**src/rtl/fifo_uart_tx.sv**
```systemverilog
// fifo_uart_tx: pops bytes from a sync FIFO and sends each as an 8N1 UART frame.
// Optional even-parity slot between data and stop when UART_PARITY_EN is defined.
`default_nettype none

module fifo_uart_tx #(
  parameter int WIDTH        = 8,
  parameter int CLKS_PER_BIT = 868
) (
  input  logic             clk,
  input  logic             rst_n,
  input  logic             enable,
  input  logic             fifo_empty,
  input  logic [WIDTH-1:0] fifo_data,
  output logic             fifo_rd,
  output logic             tx,
  output logic             busy,
  output logic             tx_done
);

  localparam int CW = (CLKS_PER_BIT > 1) ? $clog2(CLKS_PER_BIT) : 1;
  localparam int BW = (WIDTH > 1) ? $clog2(WIDTH) : 1;
  localparam logic [CW-1:0] BAUD_LAST = CW'(CLKS_PER_BIT - 1);
  localparam logic [BW-1:0] BIT_LAST  = BW'(WIDTH - 1);

  typedef enum logic [2:0] {
    IDLE  = 3'd0,
    FETCH = 3'd1,
    LOAD  = 3'd2,
    START = 3'd3,
    DATA  = 3'd4,
    STOP  = 3'd5
`ifdef UART_PARITY_EN
    , PARITY = 3'd6
`endif
  } state_t;

  state_t           state_q, state_d;
  logic [CW-1:0]    baud_q, baud_d;
  logic [BW-1:0]    bit_q, bit_d;
  logic [WIDTH-1:0] shift_q, shift_d;
  logic             tx_q, tx_d;
  logic             fifo_rd_q, fifo_rd_d;
  logic             busy_q, busy_d;
  logic             tx_done_q, tx_done_d;
  logic             baud_wrap;
`ifdef UART_PARITY_EN
  logic             parity_q, parity_d;
`endif

  always_ff @(posedge clk) begin
    if (!rst_n) begin
      state_q   <= IDLE;
      baud_q    <= '0;
      bit_q     <= '0;
      shift_q   <= '0;
      tx_q      <= 1'b1;
      fifo_rd_q <= 1'b0;
      busy_q    <= 1'b0;
      tx_done_q <= 1'b0;
`ifdef UART_PARITY_EN
      parity_q  <= 1'b0;
`endif
    end else begin
      state_q   <= state_d;
      baud_q    <= baud_d;
      bit_q     <= bit_d;
      shift_q   <= shift_d;
      tx_q      <= tx_d;
      fifo_rd_q <= fifo_rd_d;
      busy_q    <= busy_d;
      tx_done_q <= tx_done_d;
`ifdef UART_PARITY_EN
      parity_q  <= parity_d;
`endif
    end
  end

  always_comb begin
    state_d   = state_q;
    baud_d    = baud_q;
    bit_d     = bit_q;
    shift_d   = shift_q;
    tx_d      = tx_q;
    fifo_rd_d = 1'b0;
`ifdef UART_PARITY_EN
    parity_d  = parity_q;
`endif
    baud_wrap = (baud_q == BAUD_LAST);

    case (state_q)
      IDLE: begin
        tx_d   = 1'b1;
        baud_d = '0;
        bit_d  = '0;
        if (enable && !fifo_empty) begin
          state_d   = FETCH;
          fifo_rd_d = 1'b1;
        end
      end
      FETCH: state_d = LOAD;
      LOAD: begin
        // FIFO output is registered, so the popped byte is only valid here
        shift_d = fifo_data;
`ifdef UART_PARITY_EN
        parity_d = ^fifo_data;
`endif
        tx_d    = 1'b0;
        baud_d  = '0;
        bit_d   = '0;
        state_d = START;
      end
      START: begin
        baud_d = baud_wrap ? '0 : baud_q + 1'b1;
        if (baud_wrap) begin
          state_d = DATA;
          tx_d    = shift_q[0];
          shift_d = shift_q >> 1;
        end
      end
      DATA: begin
        baud_d = baud_wrap ? '0 : baud_q + 1'b1;
        if (baud_wrap) begin
          if (bit_q == BIT_LAST) begin
`ifdef UART_PARITY_EN
            state_d = PARITY;
            tx_d    = parity_q;
`else
            state_d = STOP;
            tx_d    = 1'b1;
`endif
          end else begin
            bit_d   = bit_q + 1'b1;
            tx_d    = shift_q[0];
            shift_d = shift_q >> 1;
          end
        end
      end
`ifdef UART_PARITY_EN
      PARITY: begin
        baud_d = baud_wrap ? '0 : baud_q + 1'b1;
        if (baud_wrap) begin
          state_d = STOP;
          tx_d    = 1'b1;
        end
      end
`endif
      STOP: begin
        baud_d = baud_wrap ? '0 : baud_q + 1'b1;
        tx_d   = 1'b1;
        if (baud_wrap) begin
          if (enable && !fifo_empty) begin
            state_d   = FETCH;
            fifo_rd_d = 1'b1;
          end else begin
            state_d = IDLE;
          end
        end
      end
      default: begin
        state_d = IDLE;
        tx_d    = 1'b1;
        baud_d  = '0;
        bit_d   = '0;
      end
    endcase

    // Flags are derived from the next state so they line up with the registered state
    busy_d    = (state_d != IDLE);
    tx_done_d = (state_d == STOP) && (baud_d == BAUD_LAST);
  end

  assign fifo_rd = fifo_rd_q;
  assign tx      = tx_q;
  assign busy    = busy_q;
  assign tx_done = tx_done_q;

endmodule

`default_nettype wire

```
**config.mk**
```make
export PLATFORM = sky130hd
export DESIGN_NAME = fifo_uart_tx
export DESIGN_NICKNAME = d
export VERILOG_FILES = /design/src/rtl/fifo_uart_tx.sv
export SDC_FILE = /design/constraint.sdc
export NUM_CORES = 1
export LEC_CHECK = 0
export BUFFER_PORTS_ARGS = -buffer_cell sky130_fd_sc_hd__buf_4
export CORE_MARGIN = 5
export CORE_UTILIZATION = 56
export CTS_CLUSTER_DIAMETER = 60
export CTS_CLUSTER_SIZE = 24
export DETAILED_ROUTE_END_ITERATION = 10
export PLACE_DENSITY = 0.79
export SLEW_MARGIN = 20
export SYNTH_ARGS = -nofsm -noshare
export SYNTH_HDL_FRONTEND = slang
export SYNTH_SLANG_ARGS = --single-unit
```
**constraint.sdc**
```tcl
create_clock -name clk -period 3.01 [get_ports clk]
set_input_delay 0.301 -clock clk [delete_from_list [all_inputs] [get_ports clk]]
set_output_delay 0.301 -clock clk [all_outputs]
set_load 0.02 [all_outputs]
```
==> impl_metrics.tcl, run 1 <==
set metrics [dict create \
    status "complete, no violations" \
    core_area_mm2 0.00271 \
    routed_wl_um 3450 \
    drtPass1Iterations 4 \
    clockRootBuffer "clkbuf_4" \
    yosys_warnings 0 \
    grt_util_met1_pct 24.0 \
    dieArea_mm2 0.00393 \
    nets 213 \
    r2r_cells 7 \
    hp-class "input pin to flip-flop" \
    grtUsageMet3_pct 3.42 \
    grt.overflow.total 0 \
    cts.clk_slew.worst_paths_ns 0.15 \
    yosysTopAreaCell "dfxtp_1" \
    clockBufferDepth 2 \
    drive_above_1_share_pct 14.7 \
    layout.cells.non_filler 228 \
    synth_ff_type "dfxtp_1" \
    synth_cell_types 46 \
    worst_pin_slew_ns 0.608 \
    seq_power_share_pct 59.8 \
    insertedDiodeCount 0 \
    combPwrFrac_pct 12.3 \
    ios 16 \
    fin_util_pct 62.0 \
    cpLargestDelayFamily "simple AND/OR/NAND/NOR gates" \
    switching_share_pct 25.1 \
    syn_inst 189 \
    grt_pass1_vias 1353 \
    synth_commonest_cells "28 x dfxtp_1, 23 x nand2_1, 18 x nor2_1, 16 x a21oi_1, 11 x nand3_1" \
    async_flop_share_pct 0 \
    rsz0062_at_grt "false" \
    syn-num-nets 204 \
    critPathCaptureType "flip-flop" \
    cap_violations 0 \
    cp.required_ns 3.25 \
    insertion_delay_ns 0.33 \
    cp_max_fo 15 \
    cts.hold.buffers_added 0 \
    dp_cells 224 \
    startpoint_type "flip-flop" \
    fmax_mhz 462 \
    p_per_area_mw_per_mm2 395 \
    finalCriticalPeriod_ns 2.17 \
    vias 1414 \
    grt_usage_pct 18.0 \
    slowest_stage "dfxtp_1" \
    cp.arrival_ns 2.41 \
    fin_skew_ns 0.00728 \
    path_buf_inv 0 \
    cts_tree "yes" \
    synth-seq-area-share_pct 36.0 \
    peakVddDrop_v 0.000267 \
    wl_per_cell_um 15.1 \
    worstSetupPathDepth 7 \
    crit_chain "ha_1 > and4bb_1 > and3_1 > nand2_1 > a21bo_2 > o21ai_0 > and2_1" \
    route.detailed.drc 0 \
    syn_area_per_cell_um2 8.24 \
    p_int_uw 497 \
    grt_max_degree 22 \
    slowest_delay_ns 0.45 \
    synthTopCellsByArea "dfxtp_1 36%, nand2_1 5.5%, a21oi_1 5.1%" \
    criticalPathCategory "flip-flop to flip-flop" \
    post_cts_buffers 0 \
    yosysMostFrequentCell "dfxtp_1" \
    h-tree-depth 1 \
    cts_resized 0 \
    r2r-end "shift_q[7]" \
    crit_start "baud_q[0]" \
    setup_violations 0 \
    synth_top_area_share_pct 36.0 \
    setup_tns_ns 0 \
    ant_nets 0 \
    ys_ff_latch 28 \
    grtUsageMet2_pct 29.3 \
    syn_area_mm2 0.00156 \
    hold_violations 0 \
    drt-initial-drc-count 66 \
    avgViaCountPerCell 6.20 \
    dpl.hpwl_um 2490 \
    cts_made_buffers 3 \
    syn_to_final_growth_pct 7.96 \
    r2r_slack_ns 0.84 \
    synth_edf_count 0 \
    grt_pass1_wl_um 5890 \
    clock-sinks 28 \
    antenna_found_initial 0 \
    grt_busiest_layer "met2" \
    gp_congestion 0.945 \
    start_util_pct 57.4 \
    cp-endpoint "shift_q[7]" \
    io_buffer_count 15 \
    die_w_um 62.7 \
    std_cell_rows 19 \
    reg2reg_from "baud_q[0]" \
    die-height_um 62.7 \
    finalCritPeriodShare_pct 72.0 \
    relSlewSlack_pct 59.3 \
    p_sw_uw 166 \
    drv_slew 0 \
    power.share.clock_pct 27.9 \
    leakage_nw 0.699 \
]
==> layout by cell type (no fill, tap or decap), types with 4 or more instances in the layout <==
master	synthesis	layout
o211a_1	7	7
nand2_1	23	23
dfxtp_1	28	28
o21ai_0	7	7
buf_4	0	15
and3_1	4	4
or3_1	5	5
a21oi_1	16	16
nand3_1	11	11
mux2i_1	8	8
nor2_1	18	18
nor2b_1	4	4
==> layer usage <==
metal / vias up / share of wire (%)
met2: 43 / 47
met3: 4 / 7.1
li1: 705 / -
met5: - / 0
met1: 662 / 45
met4: 0 / 0.58
==> power by group through the flow <==
stage / logic [mW] / registers (mW) / clock network [mW]
2_1_floorplan: 0.0573 / 0.403 / 0
3_3_place_gp: 0.0790 / 0.403 / 0
3_5_place_dp: 0.0809 / 0.404 / 0
4_1_cts: 0.0814 / 0.396 / 0.188
5_1_grt: 0.0903 / 0.399 / 0.204
6_report: 0.0815 / 0.397 / 0.185
==> worst register-to-register path, cell delays in order, from the launching register on <==
cell and delay (ns):
dfxtp_1 0.45, ha_1 0.29, and4bb_1 0.26, and3_1 0.31, nand2_1 0.13, a21bo_2 0.38
o21ai_0 0.11, and2_1 0.16
==> state kept, by name (all words and copies together), names as in the netlist <==
register,count
baud_q,10
shift_q,8
bit_q,3
state_q,3
busy,1
fifo_rd,1
tx,1
tx_done,1
==> cells by family after synthesis <==
logic type	Yosys count	synth area share (%)
adder cells (fa/ha/maj)	3	2.41
AO/OA/AOI/OAI	48	21.1
flip-flops	28	36.0
AND/OR/NAND/NOR	88	30.5
buffers and inverters	14	4.82
multiplexers	8	5.14
==> layout make-up <==
| class | instances | area [µm²] |
|---|---|---|
| Timing Repair Buffer | 15 | 113 |
| Clock buffer | 4 | 36.3 |
| Inverter | 3 | 11.3 |
| Fill cell | 249 | 1030 |
| Tap cell | 31 | 38.8 |
| Multi-Input combinational cell | 147 | 921 |
| Sequential cell | 28 | 561 |
==> worst min path at each step <==
stage	start	endpoint	slack, ns	cells after the start
6_report	rst_n	tx	0.26	2
5_1_grt	rst_n	tx	0.25	2
4_1_cts	rst_n	tx	0.26	2
3_5_place_dp	tx	tx	0.47	2
3_3_place_gp	bit_q[1]	bit_q[1]	0.46	2
2_1_floorplan	rst_n	state_q[0]	0.44	2
==> metrics by stage <==
stage          cell area, µm²  total power, mW  setup WS (ns)  hold slack, ns
2_1_floorplan            1560            0.460           1.12           0.443
3_3_place_gp             1640            0.482          0.990           0.461
3_5_place_dp             1640            0.485          0.936           0.468
4_1_cts                  1680            0.666          0.898           0.257
5_1_grt                  1680            0.694          0.628           0.247
6_report                 1680            0.663          0.844           0.255
No activity file was read; power rests on OpenSTA's default activity.
==> run 2, diff against run 1 <==
ABC_AREA = 1   (was unset)
CORE_UTILIZATION = 52   (was 56)
PLACE_DENSITY = 0.77   (was 0.79)
clock period = 1.9 ns   (was 3.01 ns; I/O delays follow)
==> run 2 against run 1 <==
Effect of this change: via count rose by 9.7%; worst hold slack worse by 0.17 ns; synthesized area up 7.4%; sequential share of layout area is 3.3 points lower; sequential power grew 63%; maximum frequency rose by 23%; utilization down 1.5 points; highest routed layer unchanged; final area grew 11%.
==> impl_metrics.tcl, run 2 <==
set metrics [dict create \
    setup_violations 0 \
    crit_chain "ha_1 > inv_1 > nor2_1 > nand3_1 > nand2_1 > nand3_1 > nor2_1 > nand2_1 > nor2_1 > nand2_1 > nor2_1" \
    total_power_mw 1.14 \
    finalCritPeriodShare_pct 92.8 \
    cts_tree "yes" \
    clockRootBuffer "clkbuf_4" \
    regArea_um2 561 \
    multi_input_area_um2 937 \
    cts.hold.buffers_added 0 \
    setup_tns_ns 0 \
    route.detailed.drc 0 \
    synth_top_area_share_pct 33.5 \
    synth-seq-area-share_pct 33.5 \
    clockBufferDepth 2 \
    cts.clk_slew.worst_paths_ns 0.15 \
    grt.overflow.total 0 \
    async_flop_share_pct 0 \
    yosys_warnings 0 \
    nets 277 \
    cp_max_fo 4 \
    yosysTopAreaCell "dfxtp_1" \
    r2r_cells 11 \
    leakage_nw 0.861 \
    insertion_delay_ns 0.35 \
    p_per_area_mw_per_mm2 614 \
    wl_met3_um 162 \
    fill_cells 301 \
    largest_reg_flops 10 \
    syn-num-nets 258 \
    syn_area_mm2 0.00167 \
    startpoint_type "flip-flop" \
    worst_pin_slew_ns 0.481 \
    fmax_mhz 567 \
    r2r-end "tx_done" \
    final_cell_mix "59 x nand2_1, 29 x nor2_1, 28 x dfxtp_1, 27 x inv_1, 23 x nand3_1" \
    routed_wl_um 3450 \
    critPathCaptureType "flip-flop" \
    avgViaCountPerCell 5.09 \
    grt_max_degree 16 \
    grt_pass1_wl_um 5860 \
    fin_skew_ns 0.00128 \
    r2r_slack_ns 0.14 \
    reg2reg_from "baud_q[0]" \
    core_area_mm2 0.00308 \
    path_buf_inv 1 \
    die-height_um 66.7 \
    h-tree-depth 1 \
    post_cts_buffers 0 \
    ys_ff_latch 28 \
    syn_inst 243 \
    dieArea_mm2 0.00445 \
    antenna_found_initial 0 \
    drv_slew 0 \
    grt_pass1_vias 1376 \
    die_w_um 66.7 \
    gp_congestion 0.840 \
    rsz0062_at_grt "false" \
    regMostFlops "baud_q" \
    status "complete, no violations" \
    io_buffer_count 15 \
    insertedDiodeCount 0 \
    slowest_stage "dfxtp_1" \
    dpl.hpwl_um 2660 \
    cap_violations 0 \
    top_regs "baud_q x10, shift_q x8" \
    ios 16 \
    synth_cell_types 32 \
    cpMostUsedCell "nor2_1" \
    cp.required_ns 2.20 \
    hold_start "fifo_data[7]" \
    dr_wl_met2_um 1610 \
    relSlewSlack_pct 67.6 \
    hold_violations 0 \
    cpLargestDelayFamily "simple AND/OR/NAND/NOR gates" \
    cts_made_buffers 3 \
    min_path_cells 3 \
    wl_per_cell_um 11.3 \
    wl_met1_um 1600 \
    hp-class "input pin to flip-flop" \
    std_cell_rows 20 \
    drt-initial-drc-count 66 \
    peakVddDrop_v 0.000322 \
    finalCriticalPeriod_ns 1.76 \
    yosysMostFrequentCell "nand2_1" \
    ant_nets 0 \
    start_util_pct 54.3 \
    synth_edf_count 0 \
    grt_usage_pct 17.3 \
    synth_ff_type "dfxtp_1" \
    clock-sinks 28 \
    syn_area_per_cell_um2 6.88 \
    vias 1551 \
    criticalPathCategory "flip-flop to flip-flop" \
    syn_to_final_growth_pct 11.5 \
    drive_above_1_share_pct 18.8 \
    highest_layer "met4" \
    synth_commonest_cells "59 x nand2_1, 29 x nor2_1, 28 x dfxtp_1, 27 x inv_1, 23 x nand3_1" \
    slowest_delay_ns 0.41 \
    final_common_cell "nand2_1" \
    drtPass1Iterations 5 \
    holdPathEnd "shift_q[7]" \
    synthTopCellsByArea "dfxtp_1 34%, nand2_1 13%, nand3_1 6.9%" \
    cp.arrival_ns 2.07 \
]
## run 2: changes by cell type in the layout (fill, tap and decap cells not counted), moves of 5 or more
cell,change
or3_1,-5
inv_2,+7
o211a_1,-7
nor2_1,+11
nand2_1,+36
mux2i_1,-8
nand3_1,+12
inv_1,+24
o21ai_1,+5
a31oi_1,+5
## run 2: cell type report
type,count,share of cell area [%]
clock buffers,4,1.95
repair buffers,17,6.85
multi-input cells,175,50.3
well taps,44,2.95
flip-flops and latches,28,30.1
inverters,37,7.86
## run 2: cells by family (layout without fill, tap and decap cells)
group / count (synthesis) / after routing / share of synthesized area (%)
simple gates: 129 / 129 / 37.8
flops: 28 / 28 / 33.5
compound gates: 42 / 42 / 15.3
fa+ha+maj: 3 / 3 / 2.25
xor+xnor: 1 / 1 / 0.524
buf+inv: 40 / 58 / 10.6
## run 2: stage by stage
step	utilization, %	cell area, µm²	instances	hold slack (ns)	worst slack, ns
2_1_floorplan	-	1670	243	0.333	0.362
3_3_place_gp	59.2	1820	301	0.460	0.214
3_5_place_dp	59.2	1820	301	0.468	0.143
4_1_cts	60.4	1860	305	0.0866	0.122
5_1_grt	60.5	1860	305	0.0781	0.00635
6_report	60.5	1860	305	0.0856	0.137
## run 2: power breakdown
group / total, mW / internal [mW] / leakage, nW / switching, mW
clock network: 0.307 / 0.118 / 0.0210 / 0.189
logic: 0.191 / 0.0794 / 0.612 / 0.111
registers: 0.646 / 0.622 / 0.227 / 0.0248
## run 2: routing by layer
metal  vias up  track usage (%)
met1       678             21.1
met4         0             8.88
met3         7             2.19
met5         -                0
met2        37             29.3
li1        829                -
## run 2: worst max-delay path by stage
stage	cells past startpoint	endpoint	startpoint
global placement	8	bit_q[1]	baud_q[0]
floorplan	8	bit_q[1]	baud_q[0]
CTS	8	bit_q[1]	baud_q[0]
global route	9	shift_q[1]	baud_q[0]
finish	11	tx_done	baud_q[0]
detailed placement	8	bit_q[1]	baud_q[0]
## run 2: worst reg2reg max path, delay by kind of cell (launching register included)
kind | cells | cell delay [ns]
flops | 1 | 0.41
simple gates | 9 | 1.04
fa+ha+maj | 1 | 0.20
buf+inv | 1 | 0.06
## run 2: timing repair
item,4_1_cts,5_1_grt
endpoints found under the setup margin,0,4
endpoints found under the hold margin,0,0
gates resized for setup,0,2
